**config.mk**
```make
export PLATFORM = sky130hd
export DESIGN_NAME = decode_stage
export DESIGN_NICKNAME = d
export VERILOG_FILES = /design/src/rtl/decode_stage.sv
export SDC_FILE = /design/constraint.sdc
export NUM_CORES = 1
export LEC_CHECK = 0
export ABC_AREA = 1
export ABC_CLOCK_PERIOD_IN_PS = 3000
export BUFFER_PORTS_ARGS = -buffer_cell sky130_fd_sc_hd__buf_2
export CORE_UTILIZATION = 45
export CTS_CLUSTER_DIAMETER = 30
export DETAILED_ROUTE_END_ITERATION = 7
export PLACE_DENSITY_LB_ADDON = 0.15
export SLEW_MARGIN = 0
export SYNTH_ARGS = -nofsm -noshare
export SYNTH_HDL_FRONTEND = slang
export SYNTH_SLANG_ARGS = --single-unit
```
**constraint.sdc**
```tcl
create_clock -name clk -period 3 [get_ports clk]
set_input_delay 0.75 -clock clk [delete_from_list [all_inputs] [get_ports clk]]
set_output_delay 0.75 -clock clk [all_outputs]
set_load 0.005 [all_outputs]
```
**src/rtl/decode_stage.sv**
```systemverilog
// -----------------------------------------------------------------------------
// decode_stage
//
// LEGv8 instruction decode stage with a single holding register and a
// load-use scoreboard.
//
// A fetched instruction is decoded combinationally and captured in the holding
// register when fetch presents it and decode can accept it. The held
// instruction is offered to execute unless one of its source registers is
// still waiting on an LDUR result. LDUR results are tracked by a LOAD_LAT-deep
// shift register of (valid, rd). A flush kills the held instruction.
//
// Parameters
//   DATA_W    width of id_imm (must be >= 26 to hold the widest immediate)
//   LOAD_LAT  cycles a loaded register stays pending after LDUR issue (1..4)
//   CNT_W     width of stall_cnt
//
// Ports
//   clk, reset            clock, asynchronous active-high reset
//   if_valid / if_instr   fetch presents a 32-bit instruction word
//   if_ready              decode accepts the instruction this cycle
//   flush                 taken branch: kill the held instruction
//   id_ready              execute accepts the decoded instruction
//   id_valid              decoded instruction is valid
//   id_op                 0 NOP, 1 ADDI, 2 ADDS, 3 SUBS, 4 B, 5 BLT, 6 CBZ,
//                         7 LDUR, 8 STUR, 9 LSL, 10 LSR, 11 MUL, 15 ILLEGAL
//   id_rd/id_rn/id_rm     register fields (0 when the format has none)
//   id_imm                selected, extended immediate
//   id_shamt              shift amount (LSL/LSR only)
//   id_regwrite, id_memrd, id_memwr, id_setflags   control bits
//   id_illegal            opcode not recognised
//   stall_cnt             saturating count of hazard-stall cycles
//
// Configuration
//   DECODE_MUL_EN  defined: MUL (opcode 0x4D8) decodes as op 11.
//                  undefined: opcode 0x4D8 decodes as ILLEGAL.
// -----------------------------------------------------------------------------
module decode_stage #(
  parameter int DATA_W   = 64,
  parameter int LOAD_LAT = 2,
  parameter int CNT_W    = 16
) (
  input  logic              clk,
  input  logic              reset,
  input  logic              if_valid,
  input  logic [31:0]       if_instr,
  output logic              if_ready,
  input  logic              flush,
  input  logic              id_ready,
  output logic              id_valid,
  output logic [3:0]        id_op,
  output logic [4:0]        id_rd,
  output logic [4:0]        id_rn,
  output logic [4:0]        id_rm,
  output logic [DATA_W-1:0] id_imm,
  output logic [5:0]        id_shamt,
  output logic              id_regwrite,
  output logic              id_memrd,
  output logic              id_memwr,
  output logic              id_setflags,
  output logic              id_illegal,
  output logic [CNT_W-1:0]  stall_cnt
);

  typedef enum logic [3:0] {
    OP_NOP     = 4'd0,
    OP_ADDI    = 4'd1,
    OP_ADDS    = 4'd2,
    OP_SUBS    = 4'd3,
    OP_B       = 4'd4,
    OP_BLT     = 4'd5,
    OP_CBZ     = 4'd6,
    OP_LDUR    = 4'd7,
    OP_STUR    = 4'd8,
    OP_LSL     = 4'd9,
    OP_LSR     = 4'd10,
    OP_MUL     = 4'd11,
    OP_ILLEGAL = 4'd15
  } op_e;

  // Decoded instruction as held between fetch and execute. The use_* flags
  // mark which register fields are sources, for the hazard check.
  typedef struct packed {
    op_e               op;
    logic [4:0]        rd;
    logic [4:0]        rn;
    logic [4:0]        rm;
    logic [DATA_W-1:0] imm;
    logic [5:0]        shamt;
    logic              regwrite;
    logic              memrd;
    logic              memwr;
    logic              setflags;
    logic              illegal;
    logic              use_rn;
    logic              use_rm;
    logic              use_rd;
  } dec_t;

  // Opcode field values
  localparam logic [9:0]  OPC_ADDI = 10'h244;  // [31:22]
  localparam logic [5:0]  OPC_B    = 6'h05;    // [31:26]
  localparam logic [7:0]  OPC_BLT  = 8'h54;    // [31:24]
  localparam logic [7:0]  OPC_CBZ  = 8'hB4;    // [31:24]
  localparam logic [10:0] OPC_ADDS = 11'h558;  // [31:21] from here on
  localparam logic [10:0] OPC_SUBS = 11'h758;
  localparam logic [10:0] OPC_LSL  = 11'h69B;
  localparam logic [10:0] OPC_LSR  = 11'h69A;
  localparam logic [10:0] OPC_MUL  = 11'h4D8;
  localparam logic [10:0] OPC_STUR = 11'h7C0;
  localparam logic [10:0] OPC_LDUR = 11'h7C2;

  localparam logic [4:0]  XZR = 5'd31;

  // ---------------------------------------------------------------------------
  // Opcode recognition
  // ---------------------------------------------------------------------------
  op_e op_d;

  // NOTE: every combinational output gets a default before any branch, so no
  // path leaves it unassigned and no latch is inferred.
  always_comb begin : op_recognise
    op_d = OP_ILLEGAL;
    if (if_instr[31:22] == OPC_ADDI) begin
      op_d = OP_ADDI;
    end else if (if_instr[31:26] == OPC_B) begin
      op_d = OP_B;
    end else if (if_instr[31:24] == OPC_BLT) begin
      op_d = OP_BLT;
    end else if (if_instr[31:24] == OPC_CBZ) begin
      op_d = OP_CBZ;
    end else begin
      unique case (if_instr[31:21])
        OPC_ADDS: op_d = OP_ADDS;
        OPC_SUBS: op_d = OP_SUBS;
        OPC_LSL:  op_d = OP_LSL;
        OPC_LSR:  op_d = OP_LSR;
`ifdef DECODE_MUL_EN
        OPC_MUL:  op_d = OP_MUL;
`endif
        OPC_STUR: op_d = OP_STUR;
        OPC_LDUR: op_d = OP_LDUR;
        default:  op_d = OP_ILLEGAL;
      endcase
    end
  end

  // ---------------------------------------------------------------------------
  // Field extraction: fields a format does not use stay at the zero default.
  // ---------------------------------------------------------------------------
  dec_t dec_d;

  always_comb begin : field_decode
    dec_d    = '0;
    dec_d.op = op_d;
    unique case (op_d)
      OP_ADDI: begin
        dec_d.rd       = if_instr[4:0];
        dec_d.rn       = if_instr[9:5];
        dec_d.imm      = {{(DATA_W-12){1'b0}}, if_instr[21:10]};
        dec_d.regwrite = 1'b1;
        dec_d.use_rn   = 1'b1;
      end
      OP_ADDS, OP_SUBS, OP_MUL: begin
        dec_d.rd       = if_instr[4:0];
        dec_d.rn       = if_instr[9:5];
        dec_d.rm       = if_instr[20:16];
        dec_d.regwrite = 1'b1;
        dec_d.setflags = (op_d != OP_MUL);
        dec_d.use_rn   = 1'b1;
        dec_d.use_rm   = 1'b1;
      end
      OP_LSL, OP_LSR: begin
        dec_d.rd       = if_instr[4:0];
        dec_d.rn       = if_instr[9:5];
        dec_d.shamt    = if_instr[15:10];
        dec_d.regwrite = 1'b1;
        dec_d.use_rn   = 1'b1;
      end
      OP_LDUR: begin
        dec_d.rd       = if_instr[4:0];
        dec_d.rn       = if_instr[9:5];
        dec_d.imm      = {{(DATA_W-9){if_instr[20]}}, if_instr[20:12]};
        dec_d.regwrite = 1'b1;
        dec_d.memrd    = 1'b1;
        dec_d.use_rn   = 1'b1;
      end
      OP_STUR: begin
        // The stored register lives in the rd field and is a source.
        dec_d.rd     = if_instr[4:0];
        dec_d.rn     = if_instr[9:5];
        dec_d.imm    = {{(DATA_W-9){if_instr[20]}}, if_instr[20:12]};
        dec_d.memwr  = 1'b1;
        dec_d.use_rn = 1'b1;
        dec_d.use_rd = 1'b1;
      end
      OP_B: begin
        dec_d.imm = {{(DATA_W-26){if_instr[25]}}, if_instr[25:0]};
      end
      OP_BLT: begin
        // [4:0] is a condition code here, not a register.
        dec_d.imm = {{(DATA_W-19){if_instr[23]}}, if_instr[23:5]};
      end
      OP_CBZ: begin
        dec_d.rd     = if_instr[4:0];
        dec_d.imm    = {{(DATA_W-19){if_instr[23]}}, if_instr[23:5]};
        dec_d.use_rd = 1'b1;
      end
      default: begin
        dec_d.illegal = 1'b1;
      end
    endcase
  end

  // ---------------------------------------------------------------------------
  // Holding register and handshake
  // ---------------------------------------------------------------------------
  dec_t hold_q;
  logic hold_valid_q, hold_valid_d;
  logic hazard;
  logic load, issue, push;

  assign id_valid = hold_valid_q && !hazard;

  // Gating with reset keeps if_ready low while reset is asserted even though
  // the holding register already reads empty.
  assign if_ready = !reset && !flush && (!hold_valid_q || (id_valid && id_ready));

  assign load  = if_valid && if_ready;
  // A flushed instruction never counts as issued.
  assign issue = id_valid && id_ready && !flush;
  assign push  = issue && (hold_q.op == OP_LDUR) && (hold_q.rd != XZR);

  always_comb begin : hold_valid_next
    hold_valid_d = hold_valid_q;
    if (flush) begin
      hold_valid_d = 1'b0;
    end else if (load) begin
      hold_valid_d = 1'b1;
    end else if (issue) begin
      hold_valid_d = 1'b0;
    end
  end

  // NOTE: sequential state uses non-blocking assignments so every register
  // samples the pre-edge values regardless of statement order.
  always_ff @(posedge clk or posedge reset) begin : hold_reg
    if (reset) begin
      hold_q       <= '0;
      hold_valid_q <= 1'b0;
    end else begin
      hold_valid_q <= hold_valid_d;
      // Fields only change on a load, so they stay stable while stalled.
      if (load) begin
        hold_q <= dec_d;
      end
    end
  end

  // ---------------------------------------------------------------------------
  // Load scoreboard: slot 0 receives the issuing LDUR, every slot shifts each
  // cycle, and the entry falls off the end after LOAD_LAT cycles. Flush has no
  // effect here: loads already issued still complete.
  // ---------------------------------------------------------------------------
  logic [LOAD_LAT-1:0] sb_valid_q;
  logic [4:0]          sb_rd_q [LOAD_LAT];

  always_ff @(posedge clk or posedge reset) begin : sb_valid_reg
    if (reset) begin
      sb_valid_q <= '0;
    end else begin
      for (int i = LOAD_LAT - 1; i > 0; i--) begin
        sb_valid_q[i] <= sb_valid_q[i-1];
      end
      sb_valid_q[0] <= push;
    end
  end

  // NOTE: the rd payload is not reset; it is ignored whenever its valid bit
  // is clear, so only the valid bits need to be cleared.
  always_ff @(posedge clk) begin : sb_rd_reg
    for (int i = LOAD_LAT - 1; i > 0; i--) begin
      sb_rd_q[i] <= sb_rd_q[i-1];
    end
    sb_rd_q[0] <= hold_q.rd;
  end

  // X31 is never pushed, so a source of X31 can never match an entry.
  always_comb begin : hazard_check
    hazard = 1'b0;
    for (int i = 0; i < LOAD_LAT; i++) begin
      if (sb_valid_q[i] &&
          ((hold_q.use_rn && (hold_q.rn == sb_rd_q[i])) ||
           (hold_q.use_rm && (hold_q.rm == sb_rd_q[i])) ||
           (hold_q.use_rd && (hold_q.rd == sb_rd_q[i])))) begin
        hazard = 1'b1;
      end
    end
    hazard = hazard && hold_valid_q;
  end

  // ---------------------------------------------------------------------------
  // Stall counter (saturating)
  // ---------------------------------------------------------------------------
  logic [CNT_W-1:0] stall_cnt_q;

  always_ff @(posedge clk or posedge reset) begin : stall_counter
    if (reset) begin
      stall_cnt_q <= '0;
    end else if (hold_valid_q && hazard && (stall_cnt_q != '1)) begin
      stall_cnt_q <= stall_cnt_q + CNT_W'(1);
    end
  end

  // ---------------------------------------------------------------------------
  // Outputs
  // ---------------------------------------------------------------------------
  assign id_op       = hold_q.op;
  assign id_rd       = hold_q.rd;
  assign id_rn       = hold_q.rn;
  assign id_rm       = hold_q.rm;
  assign id_imm      = hold_q.imm;
  assign id_shamt    = hold_q.shamt;
  assign id_regwrite = hold_q.regwrite;
  assign id_memrd    = hold_q.memrd;
  assign id_memwr    = hold_q.memwr;
  assign id_setflags = hold_q.setflags;
  assign id_illegal  = hold_q.illegal;
  assign stall_cnt   = stall_cnt_q;

endmodule

```
==> run metrics, run 1 <==
first-pass GRT wire length=24500 um; area grow syn2layout=9.20%; FP Rows=40; I/O Buffers=148; crit path to=if_ready; Die Height=114 um; GRT Total Usage=24.8%; Yosys cell types=38; reg2reg start=id_rn[4]; yosys warns=0; IO Count=149; worst setup path startpoint=id_rd[1]; Flop pwr share=46.8%; sequential area share after synthesis=37.9%; Relative slew margins=38.8%; Final Wtd Congestion=0.935; EDFF count, synth=0; layout cells sized above 1=26.5%; Worst Tran Pin Value=0.917 ns; Clock Sinks=88; largest net degree at the start of global routing=58; Num CTS Buffers=9; CP Class=reg2out; Startpoint Class=flop; Post-Place Cells=978; Max Clk Rate=0.367 GHz; most frequent cells in the layout=239 x nand2_1, 148 x buf_2, 78 x dfrtp_1, 74 x inv_1, 62 x nor2_1; Clk pin slew, worst setup/hold paths=0.07 ns; Mapped Avg Cell Area=7.48 um2; critical path, cell by cell=inv_1, nand2_1, o21ai_1, nor2_1, nand3_1, nand3_1, nand2_2, nand2_4, o21bai_4, nand2_1, inv_1, buf_2; area leader, netlist=dfrtp_1; clock power share=44.8%; Syn Nets=798; Mapped Cells=760; Async S/R FF share, synth=88.6%; Tot Pwr=2.62 mW; CP max stage delay=0.48 ns; Worst Hold Class=in2async; RSZ-0062 raised after global routing=false; post-CTS resize count=0; Initial Utilization=46.7%; most common cell after layout, fill and taps aside=nand2_1; clk root buf=clkbuf_16; FF-to-FF path depth=13; Synth Flop Type=dfrtp_1; period utilization=90.8%; logic gate share of total power=8.4%; Max Slew Vio Count=0; Reg-to-Reg End=id_imm[24]; Critical Path RT=2.25 ns; VDD IR-drop max=0.196 mV; H-tree depth=3; crit-path leading delay family=simple AND/OR/NAND/NOR gates; switch share=25.4%; initial antenna violation count=0; Crit. End Element=primary output; CTS Hold Buffers Added=0; slowest CP cell=dfrtp_1; Skew-Pair Late Insertion Delay=0.35 ns; Synth top area share=34.3%; critical path depth=12; final hold vios=0; die area=13100 um2; clk_skew=0.0107 ns; via/cell ratio=5.01; final WL=15400 um; Int Power=1.95 mW; Post-CTS Setup Repair Bufs=0; synthesized area=5690 um2; CTS tree=yes; Synth Register Bits=88; 1st-iter DRT viols=392; Layout Nets=859; ranking of synthesized cells by area=dfrtp_1 34%, nand2_1 16%, buf_4 12%; Vias=4981; Max-Cap Viols=0; CP Buf/Inv Count=3; dpl hpwl=12200 um; min Tclk post-route=2.72 ns; R2R Setup Slk=0.64 ns; P_leak=3.37 nW; worst-path maximum fanout=8; ANT nets after route=0; status=finished clean; vias in the first global route=4704; Avg WL per Cell=15.5 um; hold slack=0.357 ns; fin cells=995; drc violations=0; die width=114 um; setup TNS=0 ns; Power per Cell Area=422 nW/um2; switching power=0.665 mW; TritonRoute pass-1 iters=5; critical path arrival=1.97 ns; total grt overflow=0; Core Box Area=12200 um2; setup violators final=0; Bufs on Longest Clock Path=2
power groups by stage:
| stage | Combinational (mW) | Clock, mW | Sequential (mW) |
|---|---|---|---|
| 2_1_floorplan | 0.156 | 0 | 1.24 |
| 3_3_place_gp | 0.224 | 0 | 1.25 |
| 3_5_place_dp | 0.223 | 0 | 1.25 |
| 4_1_cts | 0.223 | 1.19 | 1.22 |
| 5_1_grt | 0.246 | 1.23 | 1.23 |
| 6_report | 0.220 | 1.17 | 1.22 |
sequential cells by signal, indices dropped and copies added, names as in the netlist, 2 cells and up:
register,flops
id_rm,5
id_rn,5
id_shamt,6
id_op,4
stall_cnt,16
id_rd,5
id_imm,26
sb_valid_q,2
hold_q,3
sb_rd_q,10
worst register-to-register path: cells and delay by family (launching register included):
family / cells / cell delay [ns]
AND/OR/NAND/NOR: 9 / 0.96
buffers and inverters: 2 / 0.60
flip-flops: 1 / 0.52
AO/OA/AOI/OAI: 2 / 0.20
synthesized netlist by cell type, types with 8 or more instances:
master and instances:
xor2_1 11, buf_6 11, o21ai_1 16, nand2_1 239, nand3_1 35, nand4_1 13
a22oi_1 11, o221ai_1 8, dfrtp_1 78, nor2_1 62, buf_4 90, dfxtp_1 10
nor3_1 10, inv_1 75, o21ai_2 25
cells by family (layout without fill, tap and decap cells):
group	count (synthesis)	count (layout)	share of synthesized area, %
AOI/OAI and AO/OA	87	87	11.4
adders and majority gates	1	1	0.220
and+or+nand+nor	379	379	28.2
DFF	88	88	37.9
buffers and inverters	191	257	20.2
xor gates and xnor gates	14	14	2.16
other	0	1	0
how the worst min path moves through the flow:
stage | cells after the start | slack (ns) | from | to
after detailed placement | 0 | 0.39 | sb_valid_q[0] | sb_valid_q[1]
final | 2 | 0.36 | reset | stall_cnt[12]
after global placement | 0 | 0.38 | sb_valid_q[0] | sb_valid_q[1]
after global routing | 2 | 0.38 | reset | stall_cnt[6]
after CTS | 2 | 0.36 | reset | stall_cnt[2]
after floorplan | 0 | 0.37 | sb_valid_q[0] | sb_valid_q[1]
routing by layer:
metal,share of wire (%),global-route usage [%],vias up
met1,44,32.4,2333
met4,2.0,7.88,0
met2,49,41.2,152
met3,4.8,4.92,23
met5,0,0,-
li1,-,-,2473
stage by stage:
stage / utilization [%] / instance area, um2 / setup slack (ns)
6_report: 51.0 / 6210 / 0.276
2_1_floorplan: - / 5690 / 0.255
4_1_cts: 51.0 / 6210 / 0.269
5_1_grt: 51.0 / 6210 / 0.134
3_3_place_gp: 48.5 / 5900 / 0.418
3_5_place_dp: 48.5 / 5900 / 0.456
cell type report:
type / count / area, um2
diodes: 1 / 2.50
clock buffers: 11 / 243
clock inverters: 5 / 63.8
fillers: 1281 / 5950
inverters: 82 / 308
multi-input cells: 481 / 2390
flip-flops and latches: 88 / 2150
well taps: 168 / 210
repair buffers: 159 / 836
Note: power is estimated with default switching activity, not from simulation.
==> run 2, diff against run 1 <==
--- a/config.mk
+++ b/config.mk
@@ -10,6 +10,7 @@
 export BUFFER_PORTS_ARGS = -buffer_cell sky130_fd_sc_hd__buf_2
 export CORE_UTILIZATION = 45
 export CTS_CLUSTER_DIAMETER = 30
+export CTS_CLUSTER_SIZE = 16
 export DETAILED_ROUTE_END_ITERATION = 7
 export PLACE_DENSITY_LB_ADDON = 0.15
 export SLEW_MARGIN = 0
==> constraint.sdc (replaced) <==
create_clock -name clk -period 3 [get_ports clk]
set_input_delay 0.45 -clock clk [delete_from_list [all_inputs] [get_ports clk]]
set_output_delay 0.45 -clock clk [all_outputs]
set_load 0.005 [all_outputs]
==> run 2 against run 1 <==
Effect of this change: hold slack got worse by 0.28 ns; sequential power barely moved; highest routed layer unchanged; register-to-register slack got worse by 0.05 ns; clock power about the same; fmax rose by 12%; final cell count is 0.50% lower; global-route usage increased by 0.072 points; wire length down 0.18%.
==> run metrics, run 2 (synthesis results as in run 1) <==
status=finished clean (unchanged); CP max stage delay=0.47 ns (was 0.48 ns); CP Buf/Inv Count=3 (unchanged); initial antenna violation count=1 (was 0); clk root buf=clkbuf_16 (unchanged); Die Height=114 um (unchanged); VDD IR-drop max=0.231 mV (was 0.196 mV); CP Class=reg2out (unchanged); total grt overflow=0 (unchanged); first-pass GRT wire length=24700 um (was 24500 um); Startpoint Class=flop (unchanged); TritonRoute pass-1 iters=5 (unchanged); final hold vios=0 (unchanged); largest net degree at the start of global routing=61 (was 58); period utilization=80.7% (was 90.8%); critical path, cell by cell=inv_1, nand2_1, nand2_1, nor2_1, nand3_1, nand3_1, nand2_2, nand2_4, o21bai_4, nand2_1, inv_1, buf_2 (was inv_1, nand2_1, o21ai_1, nor2_1, nand3_1, nand3_1, nand2_2, nand2_4, o21bai_4, nand2_1, inv_1, buf_2); Post-CTS Setup Repair Bufs=0 (unchanged); CTS Hold Buffers Added=0 (unchanged); Worst Hold Class=in2async (unchanged); Num CTS Buffers=9 (unchanged); area grow syn2layout=8.27% (was 9.20%); footprint of the multi-input gates=2390 um2 (unchanged); Avg WL per Cell=15.5 um (about the same); layout cells sized above 1=26.2% (was 26.5%); min Tclk post-route=2.42 ns (was 2.72 ns); Reg area=2150 um2 (unchanged); dpl hpwl=12200 um (about the same); Crit. End Element=primary output (unchanged); CTS tree=yes (unchanged); IO Count=149 (unchanged); Clk pin slew, worst setup/hold paths=0.07 ns (about the same); final WL=15400 um (about the same); most frequent cells in the layout=239 x nand2_1, 148 x buf_2, 78 x dfrtp_1, 74 x inv_1, 62 x nor2_1 (unchanged); Max Clk Rate=0.413 GHz (was 0.367 GHz); Worst Tran Pin Value=0.852 ns (was 0.917 ns); slowest CP cell=dfrtp_1 (unchanged); drc violations=0 (unchanged); fin cells=990 (was 995); I/O Buffers=148 (unchanged); Vias=5016 (was 4981); worst-path maximum fanout=8 (unchanged); Relative slew margins=43.2% (was 38.8%); Reg-to-Reg End=id_memwr (was id_imm[24]); max reg flops=26 (unchanged); H-tree depth=3 (unchanged); critical path arrival=1.97 ns (about the same); FF-to-FF path depth=13 (unchanged); RSZ-0062 raised after global routing=false (unchanged); post-CTS resize count=0 (unchanged); Max Slew Vio Count=0 (unchanged); clk_skew=0.00808 ns (was 0.0107 ns); ANT nets after route=0 (unchanged); die area=13100 um2 (unchanged); setup violators final=0 (unchanged); Final Wtd Congestion=0.953 (was 0.935); Layout Nets=854 (was 859); die width=114 um (unchanged); Core Box Area=12200 um2 (unchanged); Skew-Pair Late Insertion Delay=0.35 ns (about the same); 1st-iter DRT viols=353 (was 392); Bufs on Longest Clock Path=2 (unchanged); design area=6160 um2 (was 6210 um2); Post-Place Cells=973 (was 978); Critical Path RT=2.55 ns (was 2.25 ns); Initial Utilization=46.7% (unchanged); via/cell ratio=5.07 (was 5.01); Fillers=1252 (was 1281); P_leak=3.34 nW (was 3.37 nW); reg2reg start=id_rd[1] (was id_rn[4]); most common cell after layout, fill and taps aside=nand2_1 (unchanged); Max-Cap Viols=0 (unchanged); placed inst area=5850 um2 (was 5900 um2); most frequent CP cell=nand2_1; Power per Cell Area=421 nW/um2 (was 422 nW/um2); FP Rows=40 (unchanged); Clock Sinks=88 (unchanged); crit-path leading delay family=simple AND/OR/NAND/NOR gates (unchanged); R2R Setup Slk=0.59 ns (was 0.64 ns); GRT Total Usage=24.9% (was 24.8%); vias in the first global route=4700 (was 4704); setup TNS=0 ns (unchanged)
-- run 2: changes by cell type in the layout (fill, tap and decap cells not counted) --
cell,before,now
inv_6,1,2
clkinv_2,0,1
clkinvlp_4,1,0
clkbuf_1,1,0
clkbuf_8,1,0
buf_12,1,0
buf_4,10,6
clkinv_4,2,3
-- run 2: power breakdown --
part | switching [mW] | internal (mW) | leakage, nW | total (mW)
combinational | 0.147 | 0.0697 | 2.04 | 0.216
clock | 0.494 | 0.654 | 0.150 | 1.15
sequential | 0.0204 | 1.21 | 1.16 | 1.23
-- run 2: area by class of cell --
cell class / count / share of cell area, %
antenna: 1 / 0.0407
clock buffer: 9 / 3.66
clock inverter: 7 / 1.28
inverter: 82 / 5.00
multi-input combinational: 481 / 38.9
sequential: 88 / 35.0
tap: 168 / 3.41
timing repair buffer: 154 / 12.8
-- run 2: per-stage QoR --
stage | hold slack, ns | total power, mW | utilization [%] | setup WS, ns
after floorplan | 0.372 | 1.40 | - | 0.555
after global placement | 0.381 | 1.47 | 48.1 | 0.626
after detailed placement | 0.398 | 1.47 | 48.1 | 0.602
after CTS | 0.0882 | 2.62 | 50.6 | 0.578
after global routing | 0.105 | 2.70 | 50.6 | 0.389
final | 0.0802 | 2.59 | 50.6 | 0.578
-- run 2: worst max-delay path by stage --
stage / cells past startpoint / endpoint / start
2_1_floorplan: 1 / hold_q[0] / reset
4_1_cts: 12 / if_ready / id_rd[1]
5_1_grt: 13 / id_memwr / id_rm[4]
6_report: 12 / if_ready / id_rd[1]
3_5_place_dp: 13 / id_memwr / id_rd[4]
3_3_place_gp: 13 / id_memwr / id_rd[4]
-- run 2: layer usage --
layer	wire length (um)	part of all wire [%]	track usage, %
met1	6620	43	32.3
met2	7500	49	40.1
met3	877	5.7	6.03
met4	374	2.4	9.35
met5	0	0	0
